==> src/rtl/wb_commit_queue.sv <==
// Write-back commit queue: buffers formatted MEM/WB results and drains them to the register file.
// Optional build macro WB_X0_SUPPRESS_EN turns head writes to register 0 into non-writing pops.
module wb_commit_queue #(
  parameter int DATA_W = 64,
  parameter int REG_AW = 5,
  parameter int DEPTH  = 2,
  parameter int CNT_W  = 32
) (
  input  logic              clk,
  input  logic              rst,
  input  logic              in_valid,
  output logic              in_ready,
  input  logic [REG_AW-1:0] in_reg,
  input  logic [DATA_W-1:0] in_result,
  input  logic [DATA_W-1:0] in_load_data,
  input  logic              in_mem_to_reg,
  input  logic              in_reg_write,
  input  logic [1:0]        in_ld_size,
  input  logic              in_ld_signed,
  output logic              rf_we,
  output logic [REG_AW-1:0] rf_waddr,
  output logic [DATA_W-1:0] rf_wdata,
  input  logic              rf_ready,
  output logic [CNT_W-1:0]  commit_cnt
);

  localparam int PW = $clog2(DEPTH);

  // Handshakes: an entry transfers on in_valid && in_ready; a write completes on
  // rf_we && rf_ready. rf_* stay stable while rf_we is high and rf_ready is low.

  typedef struct packed {
    logic              regWrite;
    logic [REG_AW-1:0] rg;
    logic [DATA_W-1:0] data;
  } entry_t;

  entry_t        mem [DEPTH];
  entry_t        head;
  entry_t        inEntry;
  logic [PW-1:0] wrPtr;
  logic [PW-1:0] rdPtr;
  logic [PW:0]   count;
  logic          push;
  logic          pop;
  logic          headValid;
  logic          headWrite;

  function automatic logic [DATA_W-1:0] formatLoad(input logic [DATA_W-1:0] raw,
                                                   input logic [1:0] size,
                                                   input logic sgn);
    logic [63:0] r64;
    logic [63:0] ext;
    r64 = 64'(raw);
    ext = r64;
    case (size)
      2'd0: ext = sgn ? {{56{r64[7]}}, r64[7:0]} : {56'b0, r64[7:0]};
      2'd1: ext = sgn ? {{48{r64[15]}}, r64[15:0]} : {48'b0, r64[15:0]};
      2'd2: ext = sgn ? {{32{r64[31]}}, r64[31:0]} : {32'b0, r64[31:0]};
      default: begin
        // A 32-bit datapath has no doubleword, so size 3 falls back to word.
        if (DATA_W == 32) ext = sgn ? {{32{r64[31]}}, r64[31:0]} : {32'b0, r64[31:0]};
        else ext = r64;
      end
    endcase
    return ext[DATA_W-1:0];
  endfunction

  always_comb begin
    inEntry          = '0;
    inEntry.regWrite = in_reg_write;
    inEntry.rg       = in_reg;
    inEntry.data     = in_mem_to_reg ? formatLoad(in_load_data, in_ld_size, in_ld_signed)
                                     : in_result;
  end

  assign head      = mem[rdPtr];
  assign headValid = (count != '0);
`ifdef WB_X0_SUPPRESS_EN
  assign headWrite = headValid && head.regWrite && (head.rg != '0);
`else
  assign headWrite = headValid && head.regWrite;
`endif

  assign in_ready = (count != (PW+1)'(DEPTH));
  assign push     = in_valid && in_ready;
  assign pop      = headValid && (!headWrite || rf_ready);

  assign rf_we    = headWrite && !rst;
  assign rf_waddr = headValid ? head.rg : '0;
  assign rf_wdata = headValid ? head.data : '0;

  always_ff @(posedge clk) begin
    if (push) mem[wrPtr] <= inEntry;
  end

  always_ff @(posedge clk) begin
    if (rst) begin
      wrPtr      <= '0;
      rdPtr      <= '0;
      count      <= '0;
      commit_cnt <= '0;
    end else begin
      if (push) wrPtr <= wrPtr + 1'b1;
      if (pop)  rdPtr <= rdPtr + 1'b1;
      case ({push, pop})
        2'b10:   count <= count + 1'b1;
        2'b01:   count <= count - 1'b1;
        default: count <= count;
      endcase
      if (pop && headWrite) commit_cnt <= commit_cnt + 1'b1;
    end
  end

endmodule
==> config.mk <==
export PLATFORM = sky130hd
export DESIGN_NAME = wb_commit_queue
export DESIGN_NICKNAME = d
export VERILOG_FILES = /design/src/rtl/wb_commit_queue.sv
export SDC_FILE = /design/constraint.sdc
export NUM_CORES = 1
export LEC_CHECK = 0
export CAP_MARGIN = 10
export CORE_ASPECT_RATIO = 0.9
export CORE_MARGIN = 4
export CORE_UTILIZATION = 43
export CTS_CLUSTER_DIAMETER = 200
export DETAILED_ROUTE_END_ITERATION = 7
export PLACE_DENSITY_LB_ADDON = 0.25
export SLEW_MARGIN = 5
export SYNTH_ARGS = -nofsm -noshare
export SYNTH_HDL_FRONTEND = slang
export SYNTH_SLANG_ARGS = --single-unit
==> constraint.sdc <==
create_clock -name clk -period 4.3 [get_ports clk]
set_input_delay 0.86 -clock clk [delete_from_list [all_inputs] [get_ports clk]]
set_output_delay 0.86 -clock clk [all_outputs]
set_load 0.03 [all_outputs]
==> results.yml, run 1 <==
sta:
  fmax_mhz: 297
  period_minus_slack_ns: 3.37
  rsz0062_at_grt: "no"
  skew_ns: 0.00800
  setup-violations-final: 0
  finalHoldViolCount: 0
  max_slew.worst_pin.slew_ns: 1.04
  slew_headroom_pct: 30.9
  report.final.slew_viol_count: 0
  tns_ns: 0
  whs_ns: 0.489
  timing.final.crit_share_pct: 78.3
floorplanning:
  design.die.area_mm2: 0.0209
  initial_core_util_pct: 43.6
  rows: 47
  die_w_um: 152
  die_height_um: 137
  pin_count: 245
  core_area_mm2: 0.0183
clock_tree:
  postCtsSetupRepairBufs: 0
  holdBufCountCts: 0
  numCtsBuffers: 17
  cts-root-buf: "clkbuf_16"
  clk_latency_ns: 0.42
  htreeDepth: 4
  clk_pin_slew_ns: 0.06
  cts_tree: "done"
  cts_resized: 0
  clk_path_buf_depth: 2
  cts_sinks: 177
grt:
  grt_max_degree: 71
  grt_util_all_layers_pct: 19.5
  grt_pass1_wl_mm: 31.1
  grt_pass1_vias: 5972
  antenna_found_initial: 0
  grt_overflow: 0
synthesis:
  synth_top_area_cell: "edfxtp_1"
  synth_top_area_share_pct: 52.5
  synth_xor_area_share_pct: 1.09
  synthSimpleGateAreaFrac_pct: 15.2
  ys_seq_area_share_pct: 61.8
  synth-adder-area-share_pct: 0.313
  ys_types: 34
  yosysWarningCount: 0
  synthCells: 714
  synthMuxAreaShare_pct: 10.6
  ys_ff_latch: 177
  synth_compound_area_share_pct: 8.48
  syn-cell-area_mm2: 0.00800
  avgSynthCellArea_um2: 11.2
  synthTopCellsByArea: "edfxtp_1, dfxtp_1, mux2i_1, nor2_1, a31oi_1"
  synth_top_family_by_area: "simple AND/OR/NAND/NOR gates"
  synth_nets: 858
drt:
  vias: 6223
  wl_per_cell_um: 17.1
  wl_mm: 20.5
  vias_per_cell: 5.20
  drc: 0
  ant_nets: 0
  drt_first_pass_iters: 4
  drt_iter0_drc: 281
critical_path:
  worstSetupPathType: "flop to output port"
  r2r_setup_slack_ns: 1.81
  ff2ff_path_depth: 4
  timing.rr.end: "commit_cnt[14]"
  required_ns: 3.44
  critPathMaxFanout: 39
  startpoint_type: "flop"
  worst_setup_path_end_kind: "output port"
  arrival_ns: 2.51
finish:
  area.sequential_mm2: 0.00495
  drive_above_1_share_pct: 5.89
  syn2layout_area_growth_pct: 40.7
  nets: 1082
  multi_input_area_mm2: 0.00287
  fillCellCount: 1498
min_path:
  min_to: "commit_cnt[17]"
  whs_path_depth: 2
  min_path_type: "flop to flop"
  worstHoldStart: "commit_cnt[17]"
placement:
  dpl.hpwl_mm: 14.1
  place_congestion: 0.826
  port_buffers: 244
power_and_ir_drop:
  pwr_density_cell_mw_per_mm2: 576
  p_leak_uw: 0.00378
  p_clk_share_pct: 23.7
  p_seq_share_pct: 35.7
  p_sw_share_pct: 37.1
  switchingPower_uw: 2400
  combPwrFrac_pct: 40.6
  p_int_uw: 4080
  peakVddDrop_uv: 271
flow_run:
  cap_violations: 0
run_status:
  outcome: "finished, final reports clean"
## cell usage after synthesis
| master | count |
|---|---|
| nor2_1 | 141 |
| edfxtp_1 | 140 |
| mux2i_1 | 72 |
| nand2_1 | 65 |
| clkbuf_1 | 42 |
| a31oi_1 | 40 |
| a21oi_1 | 39 |
| dfxtp_1 | 37 |
| o21ai_0 | 18 |
| or4_1 | 17 |
| o31ai_1 | 16 |
| mux2_2 | 11 |
| nand3_1 | 11 |
| nand4_1 | 8 |
| or3_1 | 8 |
| xor2_1 | 7 |
| and3_1 | 6 |
| and4_1 | 5 |
| buf_2 | 4 |
| buf_1 | 3 |
| inv_1 | 3 |
| nor2b_1 | 3 |
| nor4_1 | 3 |
| xnor2_1 | 3 |
| ha_1 | 2 |
| nor3_1 | 2 |
| and2_1 | 1 |
| buf_4 | 1 |
| nand2b_1 | 1 |
| nand3b_1 | 1 |
| nand4b_1 | 1 |
| o21a_1 | 1 |
| o22ai_1 | 1 |
| o31a_1 | 1 |
## power groups by stage
stage               Clock, µW  Combinational [µW]  Sequential [µW]
global route             1640                2810             2350
finish                   1530                2630             2320
global placement            0                2660             2350
floorplan                   0                1610             2270
CTS                      1560                2670             2320
detailed placement          0                2660             2360
## state kept, by name, indices dropped and copies added (netlist names), named ones only
register,cells
mem,140
commit_cnt,32
count,2
rdPtr,1
wrPtr,1
## layout make-up
cell class	instances	share of cell area [%]
timing repair buffer	255	22.5
tap	245	2.72
inverter	3	0.100
sequential	177	44.0
clock inverter	14	1.37
multi-input combinational	484	25.5
clock buffer	18	3.81
antenna	1	0.0222
## cell families (layout without fill, tap and decap cells)
group,after synthesis,count (layout)
muxes,83,83
and+or+nand+nor,273,273
AOI/OAI and AO/OA,116,116
adders and majority gates,2,2
other,0,1
DFF,177,177
buffers and inverters,53,290
xor gates and xnor gates,10,10
## layer usage
layer	GRT usage (%)	vias up	share of wire [%]
li1	-	3078	-
met1	24.0	2930	41
met2	32.4	195	49
met3	6.97	20	8.6
met4	5.74	0	1.3
met5	0	-	0
## critical path: stages (launching register included)
cell	delay (ns)
dfxtp_4	0.73
buf_12	0.35
mux2i_1	0.12
nor2_1	0.11
clkdlybuf4s50_1	0.72
## placed cells by master (no fill, tap or decap), types with 5 or more instances in the layout
| cell | n |
|---|---|
| mux2_2 | 11 |
| nor2_1 | 139 |
| o21ai_0 | 18 |
| a31oi_1 | 40 |
| nand3_1 | 11 |
| edfxtp_1 | 140 |
| or3_1 | 8 |
| xor2_1 | 7 |
| nand4_1 | 8 |
| mux2i_1 | 72 |
| o31ai_1 | 16 |
| and3_1 | 5 |
| clkbuf_16 | 17 |
| a21oi_1 | 39 |
| clkdlybuf4s50_1 | 243 |
| buf_4 | 11 |
| nand2_1 | 65 |
| dfxtp_1 | 36 |
| and4_1 | 5 |
| or4_1 | 17 |
| inv_6 | 5 |
## through the flow
step | setup WS [ns] | utilization [%] | power [µW] | instances | instance area (µm²)
floorplan | 1.09 | - | 3880 | 714 | 8000
global placement | 1.26 | 58.2 | 5000 | 1164 | 10700
detailed placement | 1.21 | 58.2 | 5020 | 1164 | 10700
CTS | 0.851 | 61.3 | 6560 | 1196 | 11300
global route | 0.767 | 61.3 | 6790 | 1196 | 11300
finish | 0.935 | 61.3 | 6480 | 1197 | 11300
## worst max-delay path by stage
stage                        from            to  slack [ns]
floorplan                in_valid     mem[0][0]        1.09
global placement              rst         rf_we        1.26
detailed placement  in_ld_size[1]    mem[0][44]        1.21
CTS                          flop  rf_wdata[61]        0.85
global route                 flop  rf_wdata[31]        0.77
finish                       flop   rf_wdata[0]        0.93
No activity file was read; power rests on OpenSTA's default activity.
==> run 2, diff against run 1 <==
--- a/config.mk
+++ b/config.mk
@@ -8,7 +8,7 @@
 export CAP_MARGIN = 10
 export CORE_ASPECT_RATIO = 0.9
 export CORE_MARGIN = 4
-export CORE_UTILIZATION = 43
+export CORE_UTILIZATION = 47
 export CTS_CLUSTER_DIAMETER = 200
 export DETAILED_ROUTE_END_ITERATION = 7
 export PLACE_DENSITY_LB_ADDON = 0.25
==> constraint.sdc (replaced) <==
create_clock -name clk -period 3.3 [get_ports clk]
set_input_delay 0.66 -clock clk [delete_from_list [all_inputs] [get_ports clk]]
set_output_delay 0.66 -clock clk [all_outputs]
set_load 0.03 [all_outputs]
==> results.yml, run 2 (synthesis results as in run 1) <==
run_status:
  outcome: "finished, final reports clean"
clock_tree:
  cts_resized: 0
  cts_tree: "done"
  clk_path_buf_depth: 2
  cts_sinks: 177
  htreeDepth: 4
  holdBufCountCts: 0
  clk_pin_slew_ns: 0.06
  clk_latency_ns: 0.42
  numCtsBuffers: 17
  cts-root-buf: "clkbuf_16"
finish:
  fillCellCount: 1225
  layout_commonest_cell: "clkdlybuf4s50_1"
  nets: 1087
  area.sequential_mm2: 0.00495
  largest_register: "mem"
  multi_input_area_mm2: 0.00288
  reg.largest.list: "mem (140), commit_cnt (32), count (2)"
  layout.cells.most_common_list: "clkdlybuf4s50_1, edfxtp_1, nor2_1, mux2i_1, nand2_1"
  drive_above_1_share_pct: 6.07
  largest_register_ffs: 140
  syn2layout_area_growth_pct: 40.2
sta:
  setup-violations-final: 0
  slew_headroom_pct: 28.3
  report.final.slew_viol_count: 0
  finalHoldViolCount: 0
  skew_ns: 0.00629
  timing.final.crit_share_pct: 95.6
  whs_ns: 0.498
  rsz0062_at_grt: "no"
  tns_ns: 0
  fmax_mhz: 317
  period_minus_slack_ns: 3.15
  max_slew.worst_pin.slew_ns: 1.07
grt:
  grt_overflow: 0
  antenna_found_initial: 1
  grt_util_all_layers_pct: 20.9
  grt_pass1_vias: 5935
  grt_max_degree: 47
  grt_pass1_wl_mm: 31.9
critical_path:
  crit_path_max_incr_delay_ns: 0.63
  worst_setup_path_end_kind: "output port"
  crit_buf_inv: 2
  critPathMaxFanout: 24
  arrival_ns: 2.49
  cp_top_family: "buffers and inverters"
  path_cells: "nor2_4 > buf_4 > nor2_1 > clkdlybuf4s50_1"
  required_ns: 2.64
  startpoint_type: "flop"
  worstSetupPathType: "flop to output port"
  slowest_stage: "clkdlybuf4s50_1"
drt:
  vias: 6273
  wl_mm: 20.5
  vias_per_cell: 5.39
  drt_first_pass_iters: 5
  ant_nets: 0
  drt_iter0_drc: 473
  wl_per_cell_um: 17.6
  drc: 0
floorplanning:
  initial_core_util_pct: 48.8
  core_area_mm2: 0.0164
  pin_count: 245
  die_height_um: 132
  die_w_um: 146
  rows: 44
  design.die.area_mm2: 0.0192
placement:
  port_buffers: 244
  place_congestion: 0.869
  dpl.hpwl_mm: 14.1
power_and_ir_drop:
  pwr_density_cell_mw_per_mm2: 739
  p_leak_uw: 0.00377
  peakVddDrop_uv: 519
  p_total_uw: 8290
flow_run:
  cap_violations: 0
min_path:
  min_path_type: "flop to flop"
## run 2: cell count changes in the layout (fill, tap and decap cells not counted)
cell / change
inv_6: -5
buf_4: +3
clkbuf_1: +3
clkinvlp_4: +3
buf_12: +2
bufinv_16: -1
clkdlybuf4s50_1: -1
clkinv_1: +1
clkinv_2: +1
clkinv_4: -1
inv_8: -1
nor2_2: +1
## run 2: what timing repair did
item,in CTS,in global routing
endpoints found under the setup margin,24,0
buffers inserted,0,0
endpoints found under the hold margin,0,0
## run 2: metal layers
layer	vias up	global-route usage (%)	part of all wire (%)
li1	3091	-	-
met1	2921	26.1	41
met2	228	34.5	49
met3	31	6.33	6.9
met4	2	8.07	2.6
met5	-	0	0.063
## run 2: final cells by class
cell class,count,area share (%)
clock buffers,21,3.93
flip-flops and latches,177,44.1
diodes,1,0.0223
multi-input cells,485,25.6
inverters,3,0.100
repair buffers,259,23.1
well taps,207,2.31
clock inverters,11,0.814
## run 2: path summary, 6_finish.rpt
| check | start | to | slack (ns) | cells after the start |
|---|---|---|---|---|
| worst min register to register | commit_cnt[17] | commit_cnt[17] | 0.50 | 2 |
| worst max register to register | flop | commit_cnt[16] | 0.81 | 5 |
| worst max-delay path | count[0] | rf_wdata[41] | 0.15 | 4 |
| worst min-delay path | commit_cnt[17] | commit_cnt[17] | 0.50 | 2 |
## run 2: power by group
| group | total (µW) | switching [µW] | internal [µW] |
|---|---|---|---|
| logic | 3510 | 2110 | 1400 |
| registers | 2970 | 144 | 2820 |
| clock network | 1820 | 789 | 1030 |
## run 2: worst register-to-register path, stage by stage (launching register included)
cell and delay (ns):
dfxtp_4 0.56, buf_12 0.26, mux2i_1 0.25, or3_1 0.62, or4_1 0.56, a21oi_1 0.16
## run 2: stage by stage
| step | setup WS (ns) | instance area [µm²] | util (%) | instances |
|---|---|---|---|---|
| after floorplan | 0.0950 | 8000 | - | 714 |
| after global placement | 0.319 | 10700 | 65.1 | 1130 |
| after detailed placement | 0.239 | 10700 | 65.1 | 1130 |
| after CTS | 0.103 | 11200 | 68.3 | 1163 |
| after global routing | 0.0369 | 11200 | 68.3 | 1163 |
| final | 0.146 | 11200 | 68.4 | 1164 |
